$ cat src/rtl/fp_addsub_arbiter.sv
`default_nettype none
// ============================================================================
// Module   : fp_addsub_arbiter
// Purpose  : Shares one pipelined IEEE-754 single-precision add/sub unit of
//            fixed latency among NUM_REQ requesters. Grants one request per
//            cycle (round-robin), registers the winner's operands onto the
//            unit, carries the requester ID down a tag pipeline matched to the
//            unit latency and returns each result as a one-cycle, one-hot
//            response pulse. Operand data is never inspected.
// Ports    : clk, rst (async, active-high)
//            req_valid/req_ready/req_a/req_b/req_op : requester handshake
//            fpu_a/fpu_b/fpu_operation_select/fpu_in_valid : to the unit
//            fpu_result : from the unit, FPU_LAT cycles after its inputs
//            rsp_valid/rsp_id/rsp_result : response (no backpressure)
// Options  : FP_ARB_FIXED_PRIO_EN - when defined, fixed priority (lowest
//            index wins) replaces round-robin and the pointer is removed.
// Revision : 1.0 - initial release
// ============================================================================
module fp_addsub_arbiter #(
    parameter int WIDTH   = 32,
    parameter int NUM_REQ = 4,
    parameter int FPU_LAT = 3
) (
    input  logic                         clk,
    input  logic                         rst,
    input  logic [NUM_REQ-1:0]           req_valid,
    output logic [NUM_REQ-1:0]           req_ready,
    input  logic [NUM_REQ*WIDTH-1:0]     req_a,
    input  logic [NUM_REQ*WIDTH-1:0]     req_b,
    input  logic [NUM_REQ-1:0]           req_op,
    output logic [WIDTH-1:0]             fpu_a,
    output logic [WIDTH-1:0]             fpu_b,
    output logic                         fpu_operation_select,
    output logic                         fpu_in_valid,
    input  logic [WIDTH-1:0]             fpu_result,
    output logic [NUM_REQ-1:0]           rsp_valid,
    output logic [$clog2(NUM_REQ)-1:0]   rsp_id,
    output logic [WIDTH-1:0]             rsp_result
);

    localparam int                 c_ID_W  = $clog2(NUM_REQ);
    // One extra bit so ptr + offset cannot overflow before the modulo wrap.
    localparam int                 c_IDX_W = c_ID_W + 1;
    localparam logic [NUM_REQ-1:0] c_ONE   = NUM_REQ'(1);

    logic [NUM_REQ-1:0] r_busy;
    logic [NUM_REQ-1:0] w_elig;
    logic [NUM_REQ-1:0] w_grant;
    logic               w_any_grant;
    logic [c_ID_W-1:0]  w_gnt_id;
    logic [c_IDX_W-1:0] w_idx;
    logic [c_ID_W-1:0]  w_ptr;
    logic [WIDTH-1:0]   w_sel_a;
    logic [WIDTH-1:0]   w_sel_b;
    logic               w_sel_op;
    logic [c_ID_W-1:0]  r_in_id;
    logic               w_tag_out_v;
    logic [c_ID_W-1:0]  w_tag_out_id;
    logic [NUM_REQ-1:0] w_clr;

    // ------------------------------------------------------------------------
    // Search start pointer
    // ------------------------------------------------------------------------
`ifdef FP_ARB_FIXED_PRIO_EN
    assign w_ptr = '0;
`else
    logic [c_ID_W-1:0] r_ptr;

    always_ff @(posedge clk or posedge rst) begin
        if (rst) begin
            r_ptr <= '0;
        end else if (w_any_grant) begin
            r_ptr <= (w_gnt_id == c_ID_W'(NUM_REQ - 1)) ? '0 : w_gnt_id + 1'b1;
        end
    end

    assign w_ptr = r_ptr;
`endif

    // ------------------------------------------------------------------------
    // Grant: first eligible index at or after the pointer, wrapping.
    // ------------------------------------------------------------------------
    assign w_elig = req_valid & ~r_busy;

    always_comb begin
        w_grant     = '0;
        w_any_grant = 1'b0;
        w_gnt_id    = '0;
        w_idx       = '0;
        for (int k = 0; k < NUM_REQ; k++) begin
            w_idx = {1'b0, w_ptr} + c_IDX_W'(k);
            if (w_idx >= c_IDX_W'(NUM_REQ)) begin
                w_idx = w_idx - c_IDX_W'(NUM_REQ);
            end
            if (!w_any_grant && w_elig[w_idx[c_ID_W-1:0]]) begin
                w_any_grant                  = 1'b1;
                w_gnt_id                     = w_idx[c_ID_W-1:0];
                w_grant[w_idx[c_ID_W-1:0]]   = 1'b1;
            end
        end
    end

    // Operand select from the one-hot grant (constant slices per requester).
    always_comb begin
        w_sel_a  = '0;
        w_sel_b  = '0;
        w_sel_op = 1'b0;
        for (int i = 0; i < NUM_REQ; i++) begin
            if (w_grant[i]) begin
                w_sel_a  = req_a[i*WIDTH +: WIDTH];
                w_sel_b  = req_b[i*WIDTH +: WIDTH];
                w_sel_op = req_op[i];
            end
        end
    end

    // Ready is masked while reset is held so nothing is accepted into a
    // pipeline that is being cleared.
    assign req_ready = w_grant & {NUM_REQ{~rst}};

    // ------------------------------------------------------------------------
    // Unit input stage. The operands hold between accepts; only the valid
    // bit and the input-stage tag move on idle cycles.
    // ------------------------------------------------------------------------
    always_ff @(posedge clk or posedge rst) begin
        if (rst) begin
            fpu_a                <= '0;
            fpu_b                <= '0;
            fpu_operation_select <= 1'b0;
            fpu_in_valid         <= 1'b0;
            r_in_id              <= '0;
        end else begin
            fpu_in_valid <= w_any_grant;
            if (w_any_grant) begin
                fpu_a                <= w_sel_a;
                fpu_b                <= w_sel_b;
                fpu_operation_select <= w_sel_op;
                r_in_id              <= w_gnt_id;
            end
        end
    end

    // ------------------------------------------------------------------------
    // Tag pipeline: {fpu_in_valid, r_in_id} is the tag aligned with the unit
    // inputs; it is delayed FPU_LAT cycles so it emerges with fpu_result.
    // ------------------------------------------------------------------------
    generate
        if (FPU_LAT == 0) begin : g_lat0
            assign w_tag_out_v  = fpu_in_valid;
            assign w_tag_out_id = r_in_id;
        end else begin : g_latn
            logic [FPU_LAT-1:0] r_tag_v;
            logic [c_ID_W-1:0]  r_tag_id [FPU_LAT];

            always_ff @(posedge clk or posedge rst) begin
                if (rst) begin
                    r_tag_v <= '0;
                    for (int s = 0; s < FPU_LAT; s++) begin
                        r_tag_id[s] <= '0;
                    end
                end else begin
                    r_tag_v[0]  <= fpu_in_valid;
                    r_tag_id[0] <= r_in_id;
                    for (int s = 1; s < FPU_LAT; s++) begin
                        r_tag_v[s]  <= r_tag_v[s-1];
                        r_tag_id[s] <= r_tag_id[s-1];
                    end
                end
            end

            assign w_tag_out_v  = r_tag_v[FPU_LAT-1];
            assign w_tag_out_id = r_tag_id[FPU_LAT-1];
        end
    endgenerate

    // Requester whose response is raised at the coming edge.
    assign w_clr = w_tag_out_v ? (c_ONE << w_tag_out_id) : '0;

    // ------------------------------------------------------------------------
    // Busy flags and response registers. A requester can never be granted
    // while busy, so set and clear never collide on the same bit.
    // ------------------------------------------------------------------------
    always_ff @(posedge clk or posedge rst) begin
        if (rst) begin
            r_busy     <= '0;
            rsp_valid  <= '0;
            rsp_id     <= '0;
            rsp_result <= '0;
        end else begin
            r_busy    <= (r_busy & ~w_clr) | w_grant;
            rsp_valid <= w_clr;
            if (w_tag_out_v) begin
                rsp_id     <= w_tag_out_id;
                rsp_result <= fpu_result;
            end
        end
    end

endmodule
`default_nettype wire

$ cat config.mk
export PLATFORM = sky130hd
export DESIGN_NAME = fp_addsub_arbiter
export DESIGN_NICKNAME = d
export VERILOG_FILES = /design/src/rtl/fp_addsub_arbiter.sv
export SDC_FILE = /design/constraint.sdc
export NUM_CORES = 1
export LEC_CHECK = 0
export CAP_MARGIN = 20
export CELL_PAD_IN_SITES_DETAIL_PLACEMENT = 1
export CELL_PAD_IN_SITES_GLOBAL_PLACEMENT = 1
export CORE_MARGIN = 1
export CORE_UTILIZATION = 25
export DETAILED_ROUTE_END_ITERATION = 7
export PLACE_DENSITY = 0.83
export SLEW_MARGIN = 25
export SYNTH_ARGS = -nofsm -noshare
export SYNTH_HDL_FRONTEND = slang
export SYNTH_SLANG_ARGS = --single-unit
$ cat constraint.sdc
create_clock -name clk -period 5.13 [get_ports clk]
set_clock_uncertainty 0.1 [all_clocks]
set_input_delay 1.026 -clock clk [delete_from_list [all_inputs] [get_ports clk]]
set_output_delay 1.026 -clock clk [all_outputs]
set_load 0.005 [all_outputs]
; ---- Word level (Yosys, flattened, before mapping)
; Cells that the tools add are included.
[op_classes]
add_sub_neg = 8
order_cmp = 12
n_eq_ne = 1
shift = 1
muxes = 46
n_bitwise = 10
n_reduce_logical = 10
[ops]
columns = cell, n
row1 = 32-bit two-way mux, 8
row2 = 4-bit two-way mux, 5
row3 = 2-bit two-way mux, 9
row4 = 1-bit two-way mux, 16
row5 = 4-bit bitwise OR, 4
row6 = 4-bit bitwise AND, 3
row7 = "2-bit by 3-bit < comparator with 1-bit output, second input constant", 4
row8 = "3-bit greater-or-equal comparator, second input constant", 3
row9 = 1-bit binary-select mux with 2-bit select, 4
row10 = 1-bit demux with 2-bit select, 4
row11 = "2-bit by 1-bit greater-or-equal comparator with 1-bit output, second input constant", 4
row12 = 4-bit NOT, 2
row13 = "2-bit by 1-bit subtractor with 2-bit output, second input constant", 4
row14 = 1-bit logical AND, 7
row15 = "2-bit by 2-bit adder with 3-bit output, second input constant", 2
row16 = "1-bit by 2-bit left shift with 4-bit output, first input constant", 1
row17 = "2-bit by 1-bit adder with 3-bit output, second input constant", 1
row18 = "2-bit by 3-bit greater-or-equal comparator with 1-bit output, second input constant", 1
row19 = 1-bit zero test, 3
row20 = "2-bit by 1-bit adder with 2-bit output, second input constant", 1
row21 = "2-bit equality test, second input constant", 1
row22 = 1-bit NOT, 1
[word_totals]
regBits = 121
inputBits = 298
output_inout_bits = 108
elab_cells = 102

; ---- Depth between registers and ports, before layout
[logic_depth]
depth_word = 18
depth_mapped = 12
depth_no_buf = 9

; ---- Least setup slack after synthesis
; No wires, ideal clock.
[synth_path]
path_kind = in2out
startpoint = in rst
endpoint = out req_ready[3]
arrival_ns = 3.905
required_ns = 4.004
path_slack_ns = 0.099
path_stages = 2
n_path_buf = 0
path_cell_list = inv_1 and2_1
[synth_between]
elab_chain_len = 2
[synth_lines]
columns = item, line_no
row1 = start: declaration, 25  ; input logic rst,
row2 = 1-bit NOT, 119  ; assign req_ready = w_grant & {NUM_REQ{~rst}};
row3 = 4-bit bitwise AND, 119
row4 = end: declaration, 27  ; output logic [NUM_REQ-1:0] req_ready,
; Every way passes these cells.

==> results.yml <==
yosys:
  syn-cell-area_um2: 6820
  syn_nets: 959
  synth_edf_count: 0
  netlist_instances: 654
  ys_types: 42
  synth_compound_area_share_pct: 34.5
  yosys.area_share.simple_pct: 4.68
  synth-seq-cells: 121
  yosysWarnings: 0
  synth_fa_ha_area_share_pct: 1.28
  synth_xor_area_share_pct: 0
  async_flop_share_pct: 100
  synth_mux_area_share_pct: 6.25
  synth_top_family_by_area: "compound AO/OA/AOI/OAI gates"
  ys_seq_area_share_pct: 44.4
  syn_avg_cell_area_um2: 10.4
  synth_top_flop_cell: "dfrtp_1"
floorplan:
  die_height_um: 167
  dieArea_um2: 28000
  core_um2: 26900
  io_pins: 406
  initial_core_util_pct: 25.4
  chipWidth_um: 167
  std_cell_rows: 60
setup_path:
  slowest_stage: "dfrtp_1"
  critical_path.max_stage_delay_ps: 670
  cp_num_buf_inv: 2
  r2r_cells: 11
  rrSetupSlack_ps: 560
  crit_family: "simple AND/OR/NAND/NOR gates"
  worstSetupEndpointType: "primary output"
  arrival_ps: 3690
  cp_max_fo: 15
  startpoint_type: "register"
  cp_common_cell: "nand2_1"
  path_cells: "inv_1 -> ha_1 -> nand2_1 -> or4_1 -> a21oi_1 -> nand2_1 -> and3_1 -> nor2_1 -> clkdlybuf4s50_1"
  path_class: "register to primary output"
  r2r-end: "fpu_b[19]$_DFFE_PP0P_"
  path_depth: 9
  worstPathRequired_ps: 4000
sta:
  post-route-min-period_ps: 4820
  slew_viol_final: 0
  fin_crit_sh_pct: 93.9
  setup_ws_ps: 312
  setup_tns_ps: 0
  slew_headroom_pct: 38.0
  setup_violations: 0
  finalHoldViolCount: 0
  fmax_mhz: 208
  rsz0062_at_grt: "false"
  tightest_slew_ps: 929
finish:
  antenna_cells: 0
  area_delta_synth_final_pct: 72.5
  nets: 1327
  layout-drive-gt1-share_pct: 8.99
  fillers: 2982
  most-common-layout-cells: "405 x clkdlybuf4s50_1, 130 x o31ai_1, 121 x dfrtp_1"
  layout_commonest_cell: "clkdlybuf4s50_1"
  final_util_pct: 43.8
routing:
  drc: 0
  drtAntennaViolNets: 0
  via_per_inst: 5.36
  vias: 7374
  wl_per_cell_um: 21.8
  routed_wl_um: 30000
  drtPass1Iterations: 5
  first_iter_violations: 536
run_status:
  outcome: "complete, no violations"
clock_tree:
  cts_resized: 0
  cts_tree: "built"
  clkTransAtPathRegs_ps: 60
  clock_path_buffers: 2
  clock_sinks: 121
  root_buffer: "clkbuf_16"
  numCtsBuffers: 17
  htree_levels: 4
  cts_setup_buffers: 0
  ctsHoldBuffers: 0
  insertion_delay_ps: 410
global_route:
  grt_max_degree: 69
  grt_pass1_wl_um: 46000
  grt_overflow: 0
  grt_pass1_vias: 7851
  grt_antenna_before_repair: 0
  grt_usage_pct: 21.1
worst_hold_path:
  min_to: "g_latn.r_tag_v[1]$_DFF_PP0_"
  min_path_cells: 0
  min_from: "g_latn.r_tag_v[0]$_DFF_PP0_"
  min-delay-path-class: "register to register"
place:
  place_congestion: 0.874
  dpl_worst_slack_ps: 184
  dpl.hpwl_um: 20800
  port_buffers: 405
run:
  maxCapViolCount: 0
power:
  leakagePower_uw: 0.00502
  peakVddDrop_mv: 0.359
  powerDensity_nw_per_um2: 621
-- per-layer routing --
metal / GRT usage [%] / routed length, µm / vias up
met3: 4.47 / 1800 / 34
li1: - / - / 3283
met4: 5.70 / 479 / 0
met2: 37.2 / 15100 / 333
met1: 26.1 / 12600 / 3724
met5: 0 / 0 / -
-- flip-flops by register name, indices dropped and copies added, names as in the netlist, 2 cells and up, named ones only --
signal	count
fpu_a	32
fpu_b	32
g_latn.r_tag_id	4
g_latn.r_tag_v	3
r_busy	4
r_in_id	2
rsp_id	2
rsp_result	32
rsp_valid	4
w_tag_out_id	2
-- final cells by class --
cell class              count  area, µm²  share of cell area [%]
well taps                 341        427                    3.63
multi-input cells         386       3220                    27.3
inverters                  75        284                    2.41
clock inverters            14        184                    1.56
flip-flops and latches    121       3030                    25.7
clock buffers              18        429                    3.65
repair buffers            421       4200                    35.7
-- how the worst max path moves through the flow --
stage,start,to,slack [ps]
2_1_floorplan,rst,req_ready[3],100
3_3_place_gp,req_valid[0],fpu_a[7]$_DFFE_PP0P_,410
3_5_place_dp,req_valid[0],fpu_b[18]$_DFFE_PP0P_,180
4_1_cts,register,req_ready[2],300
5_1_grt,register,req_ready[2],140
6_report,register,req_ready[2],310
-- where the power goes --
| group | leakage (µW) | internal [µW] | switching (µW) |
|---|---|---|---|
| Combinational | 0.00325 | 2160 | 2150 |
| Clock | 0.000299 | 778 | 494 |
| Sequential | 0.00148 | 1430 | 304 |
| Total | 0.00502 | 4360 | 2950 |
-- Yosys cell counts, drive strengths merged (2+ instances only) --
master / count / area [µm²]
nand2: 14 / 52.6
o21ai: 7 / 35.0
and2: 2 / 12.5
ha: 7 / 87.6
inv: 75 / 282
a22o: 65 / 569
nor2: 8 / 32.5
mux4: 2 / 45.0
and3: 3 / 18.8
a21oi: 4 / 20.0
o31ai: 130 / 976
nand3: 2 / 10.0
mux2: 33 / 372
nand2b: 4 / 25.0
clkbuf: 33 / 124
or3: 3 / 18.8
dfrtp: 121 / 3030
a221o: 66 / 661
nand4: 3 / 18.8
nor2b: 5 / 31.3
buf: 39 / 203
nor3: 11 / 55.1
nor3b: 3 / 27.5
o21a: 2 / 15.0
-- metrics by stage --
step	cell area, µm²	hold slack (ps)	power [µW]	std cells
after floorplan	6820	231	4200	654
after global placement	11200	232	5930	1344
after detailed placement	11200	236	6060	1344
after CTS	11800	252	7390	1376
after global routing	11800	261	7780	1376
final	11800	248	7310	1376
-- cell families after synthesis --
family | after synthesis
buffers and inverters | 147
DFF | 121
adders and majority gates | 7
and+or+nand+nor | 60
AOI/OAI and AO/OA | 283
muxes | 36
Power figures use the tool's default switching activity.
